`config.mk`:
```
export PLATFORM = sky130hd
export DESIGN_NAME = fw_out_collector
export DESIGN_NICKNAME = d
export VERILOG_FILES = /design/src/rtl/fw_out_collector_pkg.sv /design/src/rtl/fw_sync_fifo.sv /design/src/rtl/fw_out_collector.sv
export SDC_FILE = /design/constraint.sdc
export NUM_CORES = 1
export LEC_CHECK = 0
export BUFFER_PORTS_ARGS = -buffer_cell sky130_fd_sc_hd__buf_2
export CAP_MARGIN = 30
export CORE_ASPECT_RATIO = 0.9
export CORE_UTILIZATION = 55
export DETAILED_ROUTE_END_ITERATION = 12
export PLACE_DENSITY = 0.76
export SYNTH_ARGS = -nofsm -noshare
export SYNTH_HDL_FRONTEND = slang
export SYNTH_SLANG_ARGS = --single-unit
export TNS_END_PERCENT = 20
```
`constraint.sdc`:
```
create_clock -name clk -period 3.8 [get_ports clk]
set_input_delay 0.19 -clock clk [delete_from_list [all_inputs] [get_ports clk]]
set_output_delay 0.19 -clock clk [all_outputs]
set_load 0.05 [all_outputs]
```
`src/rtl/fw_out_collector_pkg.sv`:
```
// Shared constants and FSM encoding for the Floyd-Warshall output collector.
// L/WIDTH mirror the kernel's params.v values.
package fw_out_collector_pkg;

  localparam int unsigned FW_L              = 2;
  localparam int unsigned FW_WIDTH          = 8;
  localparam int unsigned FW_KERNEL_LATENCY = 8;
  localparam int unsigned FW_DEPTH          = 16;
  // Every beat already in the kernel pipeline must still fit after inhibit rises.
  localparam int unsigned FW_AFULL_MARGIN   = FW_KERNEL_LATENCY;

  typedef enum logic {
    IDLE = 1'b0,
    RUN  = 1'b1
  } state_e;

endpackage

```
`src/rtl/fw_sync_fifo.sv`:
```
// Parameterised synchronous FIFO with occupancy count and same-cycle push/pop.
// Read data is the combinational head entry; the consumer registers it.
module fw_sync_fifo #(
  parameter int unsigned W     = 8,
  parameter int unsigned DEPTH = 16
) (
  input  logic                     clk,
  input  logic                     reset,
  input  logic                     push,
  input  logic [W-1:0]             wdata,
  input  logic                     pop,
  output logic [W-1:0]             rdata_c,
  output logic                     empty_c,
  output logic [$clog2(DEPTH):0]   count
);

  localparam int unsigned PW = $clog2(DEPTH);
  localparam int unsigned CW = PW + 1;

  logic [W-1:0]  mem [DEPTH];
  logic [PW-1:0] wptr;
  logic [PW-1:0] rptr;
  logic          full;
  logic          push_ok;
  logic          pop_ok;

  assign empty_c = (count == '0);
  assign full    = (count == CW'(DEPTH));
  assign pop_ok  = pop && !empty_c;
  // A push into a full FIFO is legal only when the head leaves in the same cycle.
  assign push_ok = push && (!full || pop_ok);
  assign rdata_c = mem[rptr];

  always_ff @(posedge clk or negedge reset) begin
    if (!reset) begin
      wptr  <= '0;
      rptr  <= '0;
      count <= '0;
    end else begin
      if (push_ok) wptr <= wptr + PW'(1);
      if (pop_ok)  rptr <= rptr + PW'(1);
      count <= count + CW'(push_ok) - CW'(pop_ok);
    end
  end

  always_ff @(posedge clk) begin
    if (push_ok) mem[wptr] <= wdata;
  end

endmodule

```
`src/rtl/fw_out_collector.sv`:
```
// Collects kernel result beats into a FIFO and writes them to tile memory at
// consecutive addresses. Optional tile checksum under FW_COLLECT_CSUM_EN.
module fw_out_collector
  import fw_out_collector_pkg::*;
#(
  parameter int unsigned L            = FW_L,
  parameter int unsigned WIDTH        = FW_WIDTH,
  parameter int unsigned DEPTH        = FW_DEPTH,
  parameter int unsigned AFULL_MARGIN = FW_AFULL_MARGIN,
  parameter int unsigned AW           = 16
) (
  input  logic                 clk,
  input  logic                 reset,
  input  logic                 start,
  input  logic [AW-1:0]        base_addr,
  input  logic [15:0]          num_rows,
  input  logic [L*WIDTH-1:0]   inD,
  input  logic                 in_valid,
  output logic                 inhibit,
  output logic [AW-1:0]        wr_addr,
  output logic [L*WIDTH-1:0]   wr_data,
  output logic                 wr_valid,
  input  logic                 wr_ready,
  output logic                 busy,
  output logic                 done,
  output logic                 overflow
`ifdef FW_COLLECT_CSUM_EN
  ,
  output logic [WIDTH-1:0]     checksum
`endif
);

  localparam int unsigned DW  = L * WIDTH;
  localparam int unsigned CW  = $clog2(DEPTH) + 1;
  localparam int unsigned THR = DEPTH - AFULL_MARGIN;

  state_e          state;
  logic [15:0]     rows_q;
  logic [15:0]     rcv_cnt;
  logic [15:0]     wr_cnt;
  logic [CW-1:0]   fifo_count;
  logic [CW-1:0]   total_c;
  logic [DW-1:0]   fifo_rdata;
  logic            fifo_empty;
  logic            in_run;
  logic            pop;
  logic            load;
  logic            want;
  logic            accept;
  logic            drop;
  logic            last_pop;

  assign in_run   = (state == RUN);
  assign busy     = in_run;
  assign pop      = wr_valid && wr_ready;
  // Refill the output register whenever it is empty or being consumed.
  assign load     = !fifo_empty && (!wr_valid || wr_ready);
  // Occupancy includes the beat parked in the output register.
  assign total_c  = fifo_count + CW'(wr_valid);
  assign want     = in_run && in_valid && (rcv_cnt < rows_q);
  assign accept   = want && ((total_c < CW'(DEPTH)) || pop);
  assign drop     = in_run && in_valid && !accept;
  assign last_pop = pop && (16'(wr_cnt + 16'd1) == rows_q);

  fw_sync_fifo #(
    .W     (DW),
    .DEPTH (DEPTH)
  ) u_fifo (
    .clk     (clk),
    .reset   (reset),
    .push    (accept),
    .wdata   (inD),
    .pop     (load),
    .rdata_c (fifo_rdata),
    .empty_c (fifo_empty),
    .count   (fifo_count)
  );

  always_ff @(posedge clk or negedge reset) begin
    if (!reset) begin
      state    <= IDLE;
      rows_q   <= '0;
      rcv_cnt  <= '0;
      wr_cnt   <= '0;
      wr_addr  <= '0;
      wr_data  <= '0;
      wr_valid <= 1'b0;
      inhibit  <= 1'b0;
      done     <= 1'b0;
      overflow <= 1'b0;
    end else begin
      done    <= 1'b0;
      inhibit <= in_run && (total_c >= CW'(THR));

      if (load) begin
        wr_valid <= 1'b1;
        wr_data  <= fifo_rdata;
      end else if (pop) begin
        wr_valid <= 1'b0;
      end

      if (pop) begin
        wr_addr <= wr_addr + AW'(1);
        wr_cnt  <= wr_cnt + 16'd1;
      end

      case (state)
        IDLE: begin
          if (start) begin
            rows_q   <= num_rows;
            rcv_cnt  <= '0;
            wr_cnt   <= '0;
            overflow <= 1'b0;
            wr_addr  <= base_addr;
            if (num_rows == '0) done  <= 1'b1;
            else                state <= RUN;
          end
        end
        RUN: begin
          if (accept) rcv_cnt  <= rcv_cnt + 16'd1;
          if (drop)   overflow <= 1'b1;
          if (last_pop) begin
            state <= IDLE;
            done  <= 1'b1;
          end
        end
      endcase
    end
  end

`ifdef FW_COLLECT_CSUM_EN
  logic [WIDTH-1:0] lane_x_c;

  // XOR-fold all lanes of the beat currently being written.
  always_comb begin
    lane_x_c = '0;
    for (int i = 0; i < int'(L); i++) lane_x_c = lane_x_c ^ wr_data[i*WIDTH +: WIDTH];
  end

  always_ff @(posedge clk or negedge reset) begin
    if (!reset)                   checksum <= '0;
    else if (!in_run && start)    checksum <= '0;
    else if (pop)                 checksum <= checksum ^ lane_x_c;
  end
`endif

endmodule

```
==> impl_metrics.py <==
metrics = {
    "floorplan": {
        "io_pins": 90,
        "floorplan.initialDensity": 0.5595,
        "die_w_um": 176.8,
        "die_area_sq_mm": 0.02816,
        "die_h_um": 159.3,
        "core_sq_mm": 0.02703,
        "num_rows": 57,
    },
    "critical_path": {
        "cp_max_fo": 12,
        "r2r_start": "rows_q[2]",
        "arrival_ps": 3780,
        "worstSetupEndpointType": "flip-flop",
        "reg2reg_to": "u_fifo.mem[6][12]",
        "worstSetupPathType": "flip-flop to flip-flop",
        "reg2reg_depth": 12,
        "rrSetupSlack_ps": 250,
        "critical_path_required_ps": 4030,
        "worstSetupStartpointType": "flip-flop",
    },
    "clocking": {
        "h-tree-depth": 2,
        "numCtsBuffers": 36,
        "ctsHoldBuffers": 35,
        "cts_tree": "done",
        "cts_root_buf": "clkbuf_16",
        "clkLatencyLatePin_ps": 530,
        "post-cts-setup-buffers": 0,
        "clock_path_buffers": 3,
        "ctsResizeCount": 0,
        "clk_pin_slew_ps": 70,
        "cts.sinks": 354,
    },
    "route": {
        "totalWireLength_um": 33700,
        "dr.pass1.iters": 7,
        "drtAntennaViolNets": 0,
        "wire_per_inst_um": 22.66,
        "dr_total_vias": 8873,
        "routed_via_density": 5.967,
        "drc": 0,
        "drt_iter0_markers": 899,
    },
    "global_route": {
        "grt_max_degree": 52,
        "grt_pass1_vias": 8976,
        "grt_first_pass_wirelength_um": 52580,
        "overflow": 0,
        "grtUsageTotal": 0.2511,
        "antenna_found_initial": 0,
    },
    "power": {
        "power.density_mw_per_mm2": 696.9,
        "p_leak_nw": 6.469,
        "ir_drop_v": 0.0006069,
    },
    "timing": {
        "final.setup_skew_ps": 19.55,
        "tightest_slew_ps": 1009,
        "period_minus_slack_ps": 3550,
        "grt_setup_unrepaired": "false",
        "post-route-period-util": 0.9342,
        "tns_ps": 0,
        "layout_setup_ws_ps": 250.1,
        "slew_violations": 0,
        "hold_viol": 0,
        "max-slew-margin-rel": 0.3272,
        "maxClockFrequency_mhz": 281.7,
        "hold_slack_ps": 42.47,
        "setup_viol": 0,
    },
    "place": {
        "gp_congestion": 0.9048,
        "portBuffers": 89,
        "dpl.hpwl_um": 20580,
        "place_ws_ps": 297.8,
        "dpl_cell_area_sq_mm": 0.01615,
    },
    "finish": {
        "nets": 1190,
        "final_cell_mix": "edfxtp_1, dfrtp_1, buf_2",
        "layout_commonest_cell": "edfxtp_1",
        "nFillCells": 1791,
        "final_core_util": 0.6526,
        "multiInputGateArea_sq_mm": 0.004705,
        "syn_to_final_growth_pct": 16.66,
        "drive_gt1_frac": 0.2542,
        "fin_area_sq_mm": 0.01764,
        "n_antenna_cell": 0,
        "regArea_sq_mm": 0.01014,
    },
    "worst_hold_path": {
        "hold_class": "input pin to flip-flop",
        "hold-path-cell-count": 1,
        "min_to": "u_fifo.mem[8][1]",
        "worstHoldStart": "inD[1]",
    },
    "yosys": {
        "yosys_warnings": 0,
        "netlist_instances": 950,
        "syn_area_per_cell_sq_um": 15.92,
        "yosysSeqAreaShare": 0.6705,
        "synthesis.area_sq_mm": 0.01512,
        "synth.distinct_cells": 51,
        "synth_edf_count": 256,
        "synth.net_count": 1035,
        "async_reset_ff_frac": 0.2768,
        "ys_ff_latch": 354,
        "synth_ff_type": "edfxtp_1",
    },
    "run": {
        "maxCapViolCount": 0,
    },
    "status": {
        "status": "finished, final reports clean",
    },
}
## per-layer routing
metal	vias to the layer above	share of wire	GRT usage
met2	370	0.49	0.3884
met4	0	0.018	0.06113
met1	4501	0.43	0.3768
li1	3958	-	-
met5	-	0	0
met3	44	0.070	0.04131
## state kept, by name (all words and copies together), names as in the netlist
register	flops
wr_data	16
done	1
overflow	1
rows_q	16
u_fifo.wptr	4
wr_cnt	16
wr_valid	1
inhibit	1
u_fifo.count	5
rcv_cnt	16
u_fifo.rptr	4
wr_addr	16
u_fifo.mem	256
busy	1
## synthesized netlist by cell type, types with 6 or more instances
cell type,count,area [sq um]
nand4_1,22,137.6
and3_1,13,81.33
xnor2_1,40,350.3
nand3_1,19,95.09
inv_1,32,120.1
nor4_1,10,62.56
nor2_1,48,180.2
buf_2,9,45.04
o21ai_0,44,220.2
nand2_1,72,270.3
dfrtp_1,98,2452
edfxtp_1,256,7687
nor3_1,17,85.08
a21oi_1,18,90.09
mux4_2,80,1802
mux2_2,17,191.4
clkbuf_1,29,108.9
xor2_1,23,201.4
ha_1,31,387.9
and2_1,6,37.54
## how the worst max path moves through the flow
| stage | start | end | slack [ps] | cells after the start |
|---|---|---|---|---|
| floorplan | rows_q[2] | u_fifo.mem[7][0] | 50 | 10 |
| global placement | rows_q[2] | u_fifo.mem[6][10] | 450 | 12 |
| detailed placement | rows_q[2] | u_fifo.mem[6][10] | 300 | 12 |
| CTS | rows_q[2] | u_fifo.mem[6][12] | 270 | 12 |
| global route | rows_q[2] | u_fifo.mem[6][12] | 50 | 12 |
| finish | rows_q[2] | u_fifo.mem[6][12] | 250 | 12 |
## metrics by stage
step                std cells  total power [W]
floorplan                 950         0.007861
global placement         1386         0.008813
detailed placement       1386         0.008885
CTS                      1487          0.01238
global route             1487          0.01283
finish                   1487          0.01229
## worst max-delay path: stages (launching register included)
cell and delay, ps:
dfrtp_1 380, inv_1 70, ha_1 300, a211o_1 260, a31oi_1 170, o221ai_1 150
a211o_1 380, or2_4 320, inv_1 160, buf_4 200, nand2_1 160, nor3b_2 440
buf_4 250
## power by group
part	internal [W]	total (W)	switching (W)
combinational	0.00167	0.00362	0.00195
sequential	0.00469	0.00526	0.000568
clock	0.00195	0.00341	0.00146
## logic make-up after synthesis
| logic type | count (synthesis) | synth area share |
|---|---|---|
| compound gates | 90 | 0.03492 |
| flops | 354 | 0.6705 |
| simple gates | 234 | 0.07620 |
| fa+ha+maj | 32 | 0.02697 |
| mux | 101 | 0.1345 |
| buf+inv | 76 | 0.02044 |
| xor+xnor | 63 | 0.03649 |
## cell type report
type	instances	share of cell area
Clock buffer	47	0.05454
Clock inverter	19	0.01007
Inverter	32	0.006809
Multi-Input combinational cell	520	0.2667
Sequential cell	354	0.5751
Tap cell	354	0.02511
Timing Repair Buffer	161	0.06171
Power figures use the tool's default switching activity.
